### config.mk
export PLATFORM = sky130hd
export DESIGN_NAME = irrigation_valve_sequencer
export DESIGN_NICKNAME = d
export VERILOG_FILES = /design/src/rtl/irrigation_pkg.sv /design/src/rtl/sync_2ff.sv /design/src/rtl/irrigation_valve_sequencer.sv
export SDC_FILE = /design/constraint.sdc
export NUM_CORES = 1
export LEC_CHECK = 0
export BUFFER_PORTS_ARGS = -buffer_cell sky130_fd_sc_hd__buf_2
export CAP_MARGIN = 20
export CORE_AREA = 2 2 54 56
export DETAILED_ROUTE_END_ITERATION = 10
export DIE_AREA = 0 0 56 58
export PLACE_DENSITY = 0.74
export SLEW_MARGIN = 15
export SYNTH_ARGS = -nofsm -noshare
export SYNTH_HDL_FRONTEND = slang
export SYNTH_SLANG_ARGS = --single-unit
### constraint.sdc
create_clock -name CLK -period 2.3 [get_ports CLK]
set_input_delay 0.115 -clock CLK [delete_from_list [all_inputs] [get_ports CLK]]
set_output_delay 0.115 -clock CLK [all_outputs]
set_load 0.005 [all_outputs]
### src/rtl/irrigation_pkg.sv
// rtl/irrigation_pkg.sv - shared state encoding and default timing for the valve sequencer
package irrigation_pkg;

  typedef enum logic [1:0] {
    ST_IDLE     = 2'b00,
    ST_WATERING = 2'b01,
    ST_SETTLE   = 2'b10,
    ST_LOCKOUT  = 2'b11
  } state_e;

  localparam int DEF_WATER_TIME  = 8;
  localparam int DEF_SETTLE_TIME = 4;
  localparam int DEF_CNT_W       = 8;
  localparam logic [7:0] CYCLES_MAX = 8'hFF;

endpackage

### src/rtl/sync_2ff.sv
// rtl/sync_2ff.sv - two-stage synchronizer for a raw asynchronous sensor input
module sync_2ff (
  input  logic CLK,
  input  logic RESET,
  input  logic d_i,
  output logic q_o
);

  logic meta_q;
  logic sync_q;

  always_ff @(posedge CLK or negedge RESET) begin
    if (!RESET) begin
      meta_q <= 1'b0;
      sync_q <= 1'b0;
    end else begin
      meta_q <= d_i;
      sync_q <= meta_q;
    end
  end

  assign q_o = sync_q;

endmodule

### src/rtl/irrigation_valve_sequencer.sv
// rtl/irrigation_valve_sequencer.sv - timed watering cycle driving J/K pulses into the valve flip-flop
module irrigation_valve_sequencer
  import irrigation_pkg::*;
#(
  parameter int WATER_TIME  = DEF_WATER_TIME,
  parameter int SETTLE_TIME = DEF_SETTLE_TIME,
  parameter int CNT_W       = DEF_CNT_W
) (
  input  logic       CLK,
  input  logic       RESET,
  input  logic       SOIL_DRY,
  input  logic       TANK_LOW,
  output logic       VALVE_J,
  output logic       VALVE_K,
  output logic       ALARM,
  output logic       BUSY,
  output logic [1:0] STATE,
  output logic [7:0] CYCLES
);

  logic soil_s;
  logic tank_s;

  state_e           state_q, state_d;
  logic [CNT_W-1:0] timer_q, timer_d;
  logic [7:0]       cycles_q, cycles_d;
  logic             j_q, j_d;
  logic             k_q, k_d;
  logic             alarm_q, alarm_d;
  logic             busy_q, busy_d;

  sync_2ff u_sync_soil (.CLK(CLK), .RESET(RESET), .d_i(SOIL_DRY), .q_o(soil_s));
  sync_2ff u_sync_tank (.CLK(CLK), .RESET(RESET), .d_i(TANK_LOW), .q_o(tank_s));

  // Low tank outranks everything; an abort from WATERING still closes the valve.
  always_comb begin
    state_d  = state_q;
    timer_d  = timer_q;
    cycles_d = cycles_q;
    j_d      = 1'b0;
    k_d      = 1'b0;
    case (state_q)
      ST_IDLE: begin
        if (tank_s) begin
          state_d = ST_LOCKOUT;
        end else if (soil_s) begin
          state_d = ST_WATERING;
          j_d     = 1'b1;
          timer_d = CNT_W'(WATER_TIME - 1);
        end
      end
      ST_WATERING: begin
        if (tank_s) begin
          state_d = ST_LOCKOUT;
          k_d     = 1'b1;
        end else if (timer_q == '0) begin
          state_d = ST_SETTLE;
          k_d     = 1'b1;
          timer_d = CNT_W'(SETTLE_TIME - 1);
          if (cycles_q != CYCLES_MAX) cycles_d = cycles_q + 8'd1;
        end else begin
          timer_d = timer_q - CNT_W'(1);
        end
      end
      ST_SETTLE: begin
        if (tank_s) begin
          state_d = ST_LOCKOUT;
        end else if (timer_q == '0) begin
          state_d = ST_IDLE;
        end else begin
          timer_d = timer_q - CNT_W'(1);
        end
      end
      ST_LOCKOUT: begin
        if (!tank_s) state_d = ST_IDLE;
      end
    endcase
    alarm_d = (state_d == ST_LOCKOUT);
    busy_d  = (state_d == ST_WATERING) || (state_d == ST_SETTLE);
  end

  always_ff @(posedge CLK or negedge RESET) begin
    if (!RESET) begin
      state_q  <= ST_IDLE;
      timer_q  <= '0;
      cycles_q <= 8'd0;
      j_q      <= 1'b0;
      k_q      <= 1'b0;
      alarm_q  <= 1'b0;
      busy_q   <= 1'b0;
    end else begin
      state_q  <= state_d;
      timer_q  <= timer_d;
      cycles_q <= cycles_d;
      j_q      <= j_d;
      k_q      <= k_d;
      alarm_q  <= alarm_d;
      busy_q   <= busy_d;
    end
  end

  assign VALVE_J = j_q;
  assign VALVE_K = k_q;
  assign ALARM   = alarm_q;
  assign BUSY    = busy_q;
  assign STATE   = state_q;
  assign CYCLES  = cycles_q;

endmodule

==> results.md <==
* Initial Utilization at 55.2%
* CORE AREA at 0.00266 mm^2
* Die Span Y at 58 um
* Int Pwr at 1170 uW
* Wire length of the first global-routing pass at 4740 um
* Via count normalized by instance count at 5.96
* Yosys reg bits at 26
* Vias in the first global route at 1081
* Number of cells on the worst reg-to-reg path at 6
* Top library cells by usage in the layout, fill and taps aside: 26 x sky130_fd_sc_hd__dfrtp_1, 17 x sky130_fd_sc_hd__buf_2, 9 x sky130_fd_sc_hd__inv_1, 9 x sky130_fd_sc_hd__o21ai_0, 9 x sky130_fd_sc_hd__nor3_1
* Main area contributors after synthesis: sky130_fd_sc_hd__dfrtp_1 44%, sky130_fd_sc_hd__ha_1 6.0%, sky130_fd_sc_hd__nor3_1 3.1%, sky130_fd_sc_hd__o21ai_0 3.1%, sky130_fd_sc_hd__xor2_1 3.0%
* Clock network latency to the later pin of the worst-skew pair at 320 ps
* Per-instance average area after synthesis at 11.0 um^2
* Per-cell routed wire length at 14.1 um
* Power share of the clock group at 16.0%
* Total half-perimeter wirelength after legalization and detailed placement at 2010 um
* Residual DRC at 0
* IO Count at 18
* Prevailing post-synth register cell: sky130_fd_sc_hd__dfrtp_1
* Post-synth net total at 145
* Maximum clock insertion buffer count at 2
* Overall Global Routing Usage at 18.4%
* Synthesized instance count at 134
* Register share of total power at 33.6%
* Worst rel slew slack at 63.1%
* Number of buffers inserted during clock tree synthesis at 3
* Number of enable flip-flop cells after synthesis at 0
* Hold violation total from the final report at 0
* Critical-path cell list: inv_1, ha_1, o21ai_0, or4_4, nor3_1, a22o_1
* Arrival time at the worst endpoint at 2370 ps
* Initial antenna violation count at 0
* Unrepaired setup endpoints after global routing: no
* Count of final setup violators at 0
* Buffers on Ports at 17
* Total area of multi-input combinational cells at 757 um^2
* Setup Skew at 8.45 ps
* Area share of the largest cell type after synthesis at 44.3%
* Delay contributed by the slowest stage of the critical path at 460 ps
* Number of fill cells at 215
* Synth unique cells at 43
* DRT Pass-1 Iters at 4
* Setup slack of the critical path after layout at 213 ps
* Total clock sinks at 26
* Vias after detailed routing at 1108
* Area Growth Syn to Fin at 12.7%
* ANT cells at 0
* Total count of max-transition violations in the final report at 0
* Combined flip-flop and latch cell area at 651 um^2
* Worst min path class: input pin to asynchronous set/reset pin
* WP data required at 2580 ps
* Maximum fanout encountered on the critical timing path at 11
* Layout cell share with drive strength beyond 1 at 23.9%
* Element type at the critical path start: flop
* Most common cell after layout, fill and taps aside: sky130_fd_sc_hd__dfrtp_1
* FFs w/ async S/R, synth at 100%
* Area of the mapped netlist at 0.00147 mm^2
* Clock-pin slew reported for the worst setup and hold paths after clock tree synthesis at 150 ps
* Worst-case setup slack after placement at 202 ps
* Setup bufs post-CTS at 0
* Minimum clock period after layout at 2090 ps
* Buffer cell driving the clock tree root: sky130_fd_sc_hd__clkbuf_4
* Total wire length after detailed routing at 2620 um
* Comb pwr share at 50.4%
* Final estimated routing congestion in global placement at 0.888
* Clock tree from TritonCTS: yes
* Iteration-0 DRC Markers at 24
* Final nets at 167
* Maximum number of pins on one net before global-route repair at 27
* Leakage at 0.000785 uW
* Power per cell area at 1180 mW/mm^2
* FP Rows at 19
* Switching Power at 787 uW
* Result of the run: finished clean
* Maximum ir drop on the vdd rail at 0.000900 V
* Post-route setup TNS at 0 ps
* Critical path's slowest cell: sky130_fd_sc_hd__or4_4
* Share of synthesized area occupied by flip-flops and latches at 44.3%
* Global route overflow at 0
* Overall die area at 0.00325 mm^2
* Worst Tran Pin Value at 554 ps
* Cell type contributing the most total cell area after synthesis: sky130_fd_sc_hd__dfrtp_1
* Count of maximum capacitance violations at 0
* Crit Path Class: flop to flop
* Switching share of power at 40.1%
* Routed Antenna Nets at 0
* Worst hold slack at 288 ps
* Overall die width at 56 um
* Setup crit end kind: flop
* Post-route fraction of the period consumed by the critical path at 90.8%
* Peak clock frequency supported by timing at 0.479 GHz
* Synth warnings at 0
* Maximum level of the CTS H-tree at 1
==> worst paths after layout <==
check	start	end	slack, ps
setup / recovery	STATE[0]	timer_q[7]	210
hold / removal	RESET	timer_q[5]	290
setup reg to reg	STATE[0]	timer_q[7]	210
hold reg to reg	u_sync_tank.meta_q	u_sync_tank.q_o	370
max in group asynchronous	RESET	ALARM	1640
min in group CLK	u_sync_tank.meta_q	u_sync_tank.q_o	370
==> power by group through the flow <==
stage,registers [uW],clock network [uW],logic (uW)
final,659,314,988
after global routing,674,342,1130
after CTS,658,325,986
after detailed placement,670,0,976
after global placement,662,0,959
after floorplan,656,0,763
==> worst max-delay path, delay by kind of cell (launching register included) <==
kind                       cells  cell delay (ps)
DFF                            1              440
buffers and inverters          1              110
AOI/OAI and AO/OA              2              400
adders and majority gates      1              420
and+or+nand+nor                2              660
==> Yosys cell counts (all sizes together) (3+ instances only) <==
master and number:
mux2 3, ha 7, xor2 5, nor2 7, nor3 9, dfrtp 26
nor4 4, nand3 4, o21ai 9, buf 3, inv 9, a21oi 6
nand2 8, or4 3, o221ai 3
==> cell families (layout without fill, tap and decap cells) <==
kind of cell / count (synthesis) / after routing / share of synthesized area, %
compound gates: 32 / 32 / 16.9
fa+ha+maj: 7 / 7 / 5.96
xor+xnor: 5 / 5 / 2.98
simple gates: 47 / 47 / 22.6
flops: 26 / 26 / 44.3
buf+inv: 13 / 34 / 4.34
mux: 4 / 4 / 2.98
==> flip-flops by register name, summed over array words and instances, names as in the netlist <==
signal and cells:
timer_q 8, BUSY 1, u_sync_soil.meta_q 1, STATE 2, u_sync_tank.meta_q 1, VALVE_K 1
CYCLES 8, u_sync_soil.q_o 1, ALARM 1, VALVE_J 1, u_sync_tank.q_o 1
==> what timing repair did <==
| action | in CTS | in global routing |
|---|---|---|
| hold buffers | 3 | 0 |
| gates resized for setup | 0 | 1 |
| hold endpoints to repair | 28 | 0 |
| endpoints found under the setup margin | 0 | 5 |
==> per-stage QoR <==
stage	power [uW]	std cells	utilization, %	instance area, um^2
finish	1960	186	62.2	1660
global route	2150	186	62.2	1660
CTS	1970	186	62.1	1650
detailed placement	1650	179	59.0	1570
global placement	1620	179	59.0	1570
floorplan	1420	134	-	1470
==> metal layers <==
metal	wire, um	GRT usage [%]	part of all wire, %	up-vias
met2	1300	30.8	50	39
met1	1150	23.5	44	525
met5	0	0	0	-
li1	-	-	-	536
met4	48	7.82	1.8	0
met3	121	3.57	4.6	8
==> layout make-up <==
type	instances	share of cell area, %
Tap cell	31	2.34
Sequential cell	26	39.3
Multi-Input combinational cell	95	45.7
Timing Repair Buffer	21	7.41
Inverter	9	2.04
Clock buffer	3	1.36
Clock inverter	1	1.81
Note: power is estimated with default switching activity, not from simulation.
